File: src/rtl/pipe_skid_stage.sv
// pipe_skid_stage
//   Pipeline register between two CPU stages with a valid/ready handshake.
//   A main entry drives the outputs. A skid entry catches the one extra beat
//   that can arrive while in_ready (registered) is still high during
//   backpressure. The stage also keeps saturating stall and bubble counters.
//
// Ports
//   clk, reset          : clock; synchronous active-high reset
//   flush               : synchronous flush; drops held entries and any concurrent input beat
//   in_valid/in_ready   : upstream handshake (in_ready decoded from state flops only)
//   in_instr/pc/payload : upstream beat fields
//   out_valid/out_ready : downstream handshake
//   out_instr/pc/payload: main entry fields (out_instr reads 0 while out_valid=0)
//   stall_cnt           : cycles with out_valid=1 and out_ready=0
//   bubble_cnt          : cycles with out_valid=0
module pipe_skid_stage #(
    parameter int unsigned PAYLOAD_W = 96,
    parameter int unsigned INSTR_W   = 32,
    parameter int unsigned PC_W      = 32,
    parameter logic [PC_W-1:0] PC_RESET = PC_W'(32'h0000_3000),
    parameter int unsigned CNT_W     = 32
) (
    input  logic                 clk,
    input  logic                 reset,
    input  logic                 flush,
    input  logic                 in_valid,
    output logic                 in_ready,
    input  logic [INSTR_W-1:0]   in_instr,
    input  logic [PC_W-1:0]      in_pc,
    input  logic [PAYLOAD_W-1:0] in_payload,
    output logic                 out_valid,
    input  logic                 out_ready,
    output logic [INSTR_W-1:0]   out_instr,
    output logic [PC_W-1:0]      out_pc,
    output logic [PAYLOAD_W-1:0] out_payload,
    output logic [CNT_W-1:0]     stall_cnt,
    output logic [CNT_W-1:0]     bubble_cnt
);

    typedef enum logic [1:0] {
        ST_EMPTY,
        ST_BUSY,
        ST_FULL
    } state_t;

    state_t               state_q, state_d;
    logic [INSTR_W-1:0]   main_instr_q, main_instr_d;
    logic [PC_W-1:0]      main_pc_q, main_pc_d;
    logic [PAYLOAD_W-1:0] main_payload_q, main_payload_d;
    logic [INSTR_W-1:0]   skid_instr_q, skid_instr_d;
    logic [PC_W-1:0]      skid_pc_q, skid_pc_d;
    logic [PAYLOAD_W-1:0] skid_payload_q, skid_payload_d;
    logic [CNT_W-1:0]     stall_cnt_q, stall_cnt_d;
    logic [CNT_W-1:0]     bubble_cnt_q, bubble_cnt_d;

    logic in_fire;
    logic out_fire;

    assign in_ready    = (state_q != ST_FULL);
    assign out_valid   = (state_q != ST_EMPTY);
    assign out_instr   = out_valid ? main_instr_q : '0;
    assign out_pc      = main_pc_q;
    assign out_payload = main_payload_q;
    assign stall_cnt   = stall_cnt_q;
    assign bubble_cnt  = bubble_cnt_q;

    assign in_fire  = in_valid & in_ready;
    assign out_fire = out_valid & out_ready;

    always_comb begin
        state_d        = state_q;
        main_instr_d   = main_instr_q;
        main_pc_d      = main_pc_q;
        main_payload_d = main_payload_q;
        skid_instr_d   = skid_instr_q;
        skid_pc_d      = skid_pc_q;
        skid_payload_d = skid_payload_q;

        if (flush) begin
            // The PC and payload stay visible; only the instruction becomes a
            // nop. A concurrent input beat is dropped and the skid entry is
            // abandoned.
            state_d      = ST_EMPTY;
            main_instr_d = '0;
        end else begin
            unique case (state_q)
                ST_EMPTY: begin
                    if (in_fire) begin
                        main_instr_d   = in_instr;
                        main_pc_d      = in_pc;
                        main_payload_d = in_payload;
                        state_d        = ST_BUSY;
                    end
                end
                ST_BUSY: begin
                    if (in_fire && out_fire) begin
                        main_instr_d   = in_instr;
                        main_pc_d      = in_pc;
                        main_payload_d = in_payload;
                    end else if (in_fire) begin
                        skid_instr_d   = in_instr;
                        skid_pc_d      = in_pc;
                        skid_payload_d = in_payload;
                        state_d        = ST_FULL;
                    end else if (out_fire) begin
                        state_d = ST_EMPTY;
                    end
                end
                ST_FULL: begin
                    if (out_fire) begin
                        main_instr_d   = skid_instr_q;
                        main_pc_d      = skid_pc_q;
                        main_payload_d = skid_payload_q;
                        state_d        = ST_BUSY;
                    end
                end
                default: state_d = ST_EMPTY;
            endcase
        end
    end

    // Counters sample the current-cycle handshake and saturate at all-ones.
    always_comb begin
        stall_cnt_d  = stall_cnt_q;
        bubble_cnt_d = bubble_cnt_q;
        if (!out_valid && (bubble_cnt_q != '1))
            bubble_cnt_d = bubble_cnt_q + CNT_W'(1);
        if (out_valid && !out_ready && (stall_cnt_q != '1))
            stall_cnt_d = stall_cnt_q + CNT_W'(1);
    end

    always_ff @(posedge clk) begin
        if (reset) begin
            state_q        <= ST_EMPTY;
            main_instr_q   <= '0;
            main_pc_q      <= PC_RESET;
            main_payload_q <= '0;
            skid_instr_q   <= '0;
            skid_pc_q      <= '0;
            skid_payload_q <= '0;
            stall_cnt_q    <= '0;
            bubble_cnt_q   <= '0;
        end else begin
            state_q        <= state_d;
            main_instr_q   <= main_instr_d;
            main_pc_q      <= main_pc_d;
            main_payload_q <= main_payload_d;
            skid_instr_q   <= skid_instr_d;
            skid_pc_q      <= skid_pc_d;
            skid_payload_q <= skid_payload_d;
            stall_cnt_q    <= stall_cnt_d;
            bubble_cnt_q   <= bubble_cnt_d;
        end
    end

endmodule

File: config.mk
export PLATFORM = sky130hd
export DESIGN_NAME = pipe_skid_stage
export DESIGN_NICKNAME = d
export VERILOG_FILES = /design/src/rtl/pipe_skid_stage.sv
export SDC_FILE = /design/constraint.sdc
export NUM_CORES = 1
export LEC_CHECK = 0
export BUFFER_PORTS_ARGS = -buffer_cell sky130_fd_sc_hd__buf_2
export CAP_MARGIN = 20
export CORE_UTILIZATION = 50
export CTS_BUF_LIST = sky130_fd_sc_hd__clkbuf_8
export DETAILED_ROUTE_END_ITERATION = 8
export PLACE_DENSITY = 0.87
export SLEW_MARGIN = 20
export SYNTH_ARGS = -nofsm -noshare
export SYNTH_HDL_FRONTEND = slang
export SYNTH_SLANG_ARGS = --single-unit
File: constraint.sdc
create_clock -name clk -period 2.17 [get_ports clk]
set_input_delay 0.217 -clock clk [delete_from_list [all_inputs] [get_ports clk]]
set_output_delay 0.217 -clock clk [all_outputs]
set_load 0.1 [all_outputs]
== After elaboration in Yosys (flattened, before gate mapping) ==
Index checks and enable logic that the tools add are counted.

* Multiplexer cells: 19
* Bitwise logic cells: 4
* Equality and inequality tests: 10
* Add/sub/neg operators: 2
* Div/mod/pow operators: 0
* Reduce and logical (&&, ||, !) cells: 14
* Shift operators: 0
* $lt $le $gt $ge: 0
* Multipliers: 0

{| class="wikitable"
|+ Operators by type and width
! kind !! count
|-
| 96-bit two-way mux || 3
|-
| 96-bit case mux with 3 select lines || 1
|-
| 32-bit two-way mux || 7
|-
| 32-bit case mux with 3 select lines || 2
|-
| 32-bit by 1-bit adder with 32-bit output (second input constant) || 2
|-
| 32-bit != test (second input constant) || 2
|-
| 4-bit AND reduction || 3
|-
| 2-bit two-way mux || 5
|-
| 2-bit != test (second input constant) || 5
|-
| 2-bit case mux with 3 select lines || 1
|-
| 5-bit AND reduction || 1
|-
| 1-bit logical AND || 4
|-
| 3-bit != test (second input constant) || 1
|-
| 3-bit nonzero test || 1
|-
| 1-bit bitwise AND || 2
|-
| 2-bit by 1-bit == test with 1-bit output (second input constant) || 1
|-
| 2-bit == test (second input constant) || 1
|-
| 1-bit logical NOT || 2
|-
| 2-bit logical NOT || 1
|-
| 1-bit inverter || 2
|-
| 2-bit nonzero test || 1
|-
| 2-bit OR reduction || 1
|}

* Bits in writable memories: 0
* Bits in latches: 0
* Input port bits: 165
* ROM bits: 0
* Register bits: 386
* Word-level logic and storage cells: 58
* Memories: 0

== Longest topological paths before layout ==
* Depth in word-level cells: 6
* Depth in mapped cells: 8
* Depth with buffers taken out: 6

== Worst setup path before layout ==
OpenSTA, ideal clock, no wires.

* Path kind: register to register
* From: reg bubble_cnt_q[13] (netlist: bubble_cnt[13])
* To: reg bubble_cnt_q[11] (netlist: bubble_cnt[11])
* Cell stages (with the launch flop): 6
* Data required time: 2.049 ns
* Buffers on the path: 0
* Library setup time: 0.121 ns
* Data arrival time: 2.635 ns
* Setup slack: -0.586 ns
* Cell sequence: dfxtp_1 > nand4_1 > or3_4 > o41a_1 > nor2b_1 > mux2_4

* Word-level cells in the longest chain between the ends: 2

{| class="wikitable"
|+ Ends and longest elaborated chain
! what !! line !! source
|-
| start: declaration || 54 || <nowiki>logic [CNT_W-1:0] bubble_cnt_q, bubble_cnt_d;</nowiki>
|-
| start signal: assignment || 152 || <nowiki>bubble_cnt_q <= bubble_cnt_d;</nowiki>
|-
| 32-bit != test || 126 || <nowiki>if (!out_valid && (bubble_cnt_q != '1))</nowiki>
|-
| 1-bit logical AND || 126 ||
|}

Every way passes these cells.
A chain may end at the register's enable or synchronous reset.

== Worst setup path in the final report ==
* From: reg state_q[0]
* To: reg main_pc_q[8] (netlist: out_pc[8])

* Word-level cells in the longest chain between the ends: 5

{| class="wikitable"
|+ Ends and longest elaborated chain
! what !! line !! source
|-
| start: declaration || 46 || <nowiki>state_t state_q, state_d;</nowiki>
|-
| start signal: assignment || 144 || <nowiki>state_q <= state_d;</nowiki>
|-
| 2-bit != test / 2-bit nonzero test (equally long branches) || 59, 60 ||
|-
| 1-bit bitwise AND, on equally long branches || 67, 68 ||
|-
| 1-bit logical AND || 96 || <nowiki>if (in_fire && out_fire) begin</nowiki>
|-
| 2-bit != test (no source line) || n/a ||
|-
| 5-bit AND reduction (no source line) || n/a ||
|-
| end signal: assignment || 146 || <nowiki>main_pc_q <= main_pc_d;</nowiki>
|-
| end: declaration || 48 || <nowiki>logic [PC_W-1:0] main_pc_q, main_pc_d;</nowiki>
|}

Several ways; a longest one is shown, not always the timed one.

==> impl_metrics.env <==
export IMPL_ant_nets=0
export IMPL_hold_ws_ns=0.0415
export IMPL_first_global_vias=16900
export IMPL_drtPass1Iterations=8
export IMPL_min_path_type="in -> reg"
export IMPL_slowest_delay_ns=0.60
export IMPL_grt_max_degree=116
export IMPL_syn_avg_cell_area_um2=8.63
export IMPL_synth_top_cell_by_area="dfxtp_1"
export IMPL_vias=17400
export IMPL_max_freq_mhz=451
export IMPL_clk_pin_slew_ns=0.08
export IMPL_nNetsFinal=2528
export IMPL_worstSetupStartpointType="flop"
export IMPL_synth_cells=1839
export IMPL_antenna_found_initial=3
export IMPL_criticalPathCategory="reg -> reg"
export IMPL_post_layout_nonfiller_instances=2809
export IMPL_fin_area_um2=22100
export IMPL_wl_per_cell_um=21.4
export IMPL_synth_fp_nets=2006
export IMPL_power_frac_clock=0.387
export IMPL_numCtsBuffers=66
export IMPL_timing_rr_end="out_pc[8]$_SDFFE_PP0P_"
export IMPL_cpMaxStageDelayCell="mux2i_1"
export IMPL_r2r_cells=6
export IMPL_cp_num_buf_inv=3
export IMPL_switching_share=0.332
export IMPL_post_route_period_util=1.02
export IMPL_grt_setup_unrepaired="yes"
export IMPL_place_area_um2=19000
export IMPL_power_density_nw_per_um2=797
export IMPL_arrival_ns=2.67
export IMPL_tns_ns=-0.0494
export IMPL_p_int_uw=11700
export IMPL_ir_drop_v=0.000697
export IMPL_period_minus_slack_ns=2.22
export IMPL_drt_wl_total_um=60200
export IMPL_portBuffers=390
export IMPL_cpMostUsedCell="buf_4"
export IMPL_gr_total_overflow=0
export IMPL_fillCellCount=1911
export IMPL_p_sw_uw=5830
export IMPL_relSlewSlack=0.476
export IMPL_synth_fa_ha_area_frac=0.00158
export IMPL_timing_rr_start="state_q[0]$_SDFFE_PP0P_"
export IMPL_start_util=0.514
export IMPL_met3_usage=0.0996
export IMPL_drt_iter0_drc=1835
export IMPL_rrSetupSlack_ns=-0.05
export IMPL_min_from="reset"
export IMPL_clock_sinks=386
export IMPL_violations="setup timing"
export IMPL_cts_buffer_depth=3
export IMPL_pwr_share_comb=0.187
export IMPL_rows=64
export IMPL_path_cells="buf_4 -> nand2b_4 -> buf_12 -> buf_4 -> mux2i_1 -> a211oi_1"
export IMPL_p_seq_frac=0.426
export IMPL_maxSlewViolCount=0
export IMPL_grt_util_met2=0.576
export IMPL_synth_warnings=0
export IMPL_synth_edf_count=0
export IMPL_synth_top_family_by_area="simple AND/OR/NAND/NOR gates"
export IMPL_multi_input_area_um2=7650
export IMPL_cts_tree="built"
export IMPL_cp_required_ns=2.62
export IMPL_cellLeakagePower_uw=0.00986
export IMPL_yosysSeqAreaShare=0.487
export IMPL_synth_area_leaders="dfxtp_1 49%, mux2i_1 10%, nand2_1 8.1%"
export IMPL_dp_cells=2525
export IMPL_synthXorXnorAreaFrac=0.0110
export IMPL_netlist_area_um2=15900
export IMPL_root_buffer="clkbuf_8"
export IMPL_synthMuxAreaShare=0.106
export IMPL_grtUsageTotal=0.340
export IMPL_gp_congestion=0.895
export IMPL_outcome="finished, violations left"
export IMPL_synth_ff_type="dfxtp_1"
export IMPL_core_area_um2=30900
export IMPL_async_reset_ff_frac=0
export IMPL_path_max_fanout=23
export IMPL_ioPinCount=391
export IMPL_drive_above_1_share=0.260
export IMPL_maxCapViolations=0
export IMPL_synth_compound_area_frac=0.164
export IMPL_cts_htree_levels=3
export IMPL_hold_end="stall_cnt[11]$_SDFFE_PP0P_"
export IMPL_min_path_cells=2
export IMPL_yosys_area_share_simple=0.193
export IMPL_layout_commonest_cell="buf_2"
export IMPL_synth_top_cell_area_share=0.487
export IMPL_regArea_um2=7890
export IMPL_worst_slew_pin_slew_ns=0.786
export IMPL_grt_busiest_layer="met2"
export IMPL_hold_viol_final=0
export IMPL_die_area_um2=32500
export IMPL_die_w_um=180
export IMPL_endpoint_kind="flop"
export IMPL_yosys_register_bits=386
export IMPL_clock_latency_ns=0.61
export IMPL_drc=0
export IMPL_grt_met1_usage=0.364
export IMPL_syn2layout_area_growth_pct=39.0
export IMPL_worstSetupStartpoint="state_q[0]$_SDFFE_PP0P_"
export IMPL_setup_viol=1
export IMPL_die_y_um=180
export IMPL_dp_hpwl_um=30300
export IMPL_setup_ws_ns=-0.0494
export IMPL_grt_pass1_wl_um=89400
export IMPL_synth_cell_types=51
export IMPL_finClkSkew_ns=0.0509
export IMPL_viasPerCell=6.18
export IMPL_cp_top_family="buffers and inverters"
export IMPL_layout_common_cells="355 x buf_2, 341 x nand2_1, 321 x dfxtp_1"
## cells in the mapped netlist, types with 5 or more instances
cell	n
clkbuf_1	116
and2_1	33
and4_1	8
nor3_1	7
mux2i_1	162
buf_2	22
dfxtp_1	386
o31ai_1	11
nand3_1	22
nor2b_1	8
inv_1	9
a211oi_1	164
a21oi_1	197
or4_1	10
nor2_1	197
nand4_1	16
nor4_1	5
nand2_1	341
or3_1	26
a2111oi_0	5
o21ai_0	28
xnor2_1	16
## repair_timing
action                     4_1_cts  5_1_grt
buffers inserted                 0        2
cloned                           0        1
hold buffers                   161        0
setup endpoints to repair       32       28
gates resized for setup          4        8
pin swaps                        0        1
hold endpoints to repair       291        0
## final cells by class
cell class              count  share of cell area
diodes                      3            0.000340
clock buffers              81              0.0505
clock inverters            36             0.00992
inverters                  10             0.00170
multi-input cells        1300               0.347
flip-flops and latches    386               0.357
well taps                 396              0.0225
repair buffers            597               0.211
## per-layer routing
metal / part of all wire / vias up
met2: 0.47 / 1379
met3: 0.11 / 468
li1: - / 7495
met1: 0.34 / 8029
met5: 0 / -
met4: 0.085 / 0
## flip-flops by register name (all words and copies together), names as in the netlist
register / count
bubble_cnt: 32
out_payload: 96
out_pc: 32
main_instr_q: 32
skid_payload_q: 96
stall_cnt: 32
skid_instr_q: 32
skid_pc_q: 32
state_q: 2
## power by group through the flow
| stage | Combinational, µW | Sequential, µW | Clock [µW] |
|---|---|---|---|
| after floorplan | 747 | 9020 | 0 |
| after global placement | 2810 | 7590 | 0 |
| after detailed placement | 2860 | 7600 | 0 |
| after CTS | 3110 | 7460 | 6690 |
| after global routing | 3380 | 7500 | 7140 |
| final | 3280 | 7490 | 6810 |
## cells by family (layout without fill, tap and decap cells)
kind of cell / after synthesis / after routing
adders and majority gates: 2 / 2
DFF: 386 / 386
buffers and inverters: 153 / 724
AOI/OAI and AO/OA: 417 / 417
xor gates and xnor gates: 20 / 20
other: 0 / 3
muxes: 167 / 167
and+or+nand+nor: 694 / 694
## worst max path at each step
stage,to,slack [ns],cells after the start
final,out_pc[8]$_SDFFE_PP0P_,-0.05,6
after global routing,out_pc[8]$_SDFFE_PP0P_,-0.14,6
after CTS,out_instr[19],0.02,5
after detailed placement,bubble_cnt[16]$_SDFFE_PP0P_,0.11,5
after global placement,bubble_cnt[11]$_SDFFE_PP0P_,0.19,5
after floorplan,bubble_cnt[11]$_SDFFE_PP0P_,-0.02,6
## through the flow
| step | util | setup slack [ns] | total power [µW] |
|---|---|---|---|
| 6_report | 0.714 | -0.0494 | 17600 |
| 4_1_cts | 0.711 | 0.0230 | 17300 |
| 5_1_grt | 0.714 | -0.140 | 18000 |
| 3_5_place_dp | 0.615 | 0.111 | 10500 |
| 2_1_floorplan | - | -0.0156 | 9760 |
| 3_3_place_gp | 0.615 | 0.192 | 10400 |
(Power assumes the default switching activity.)
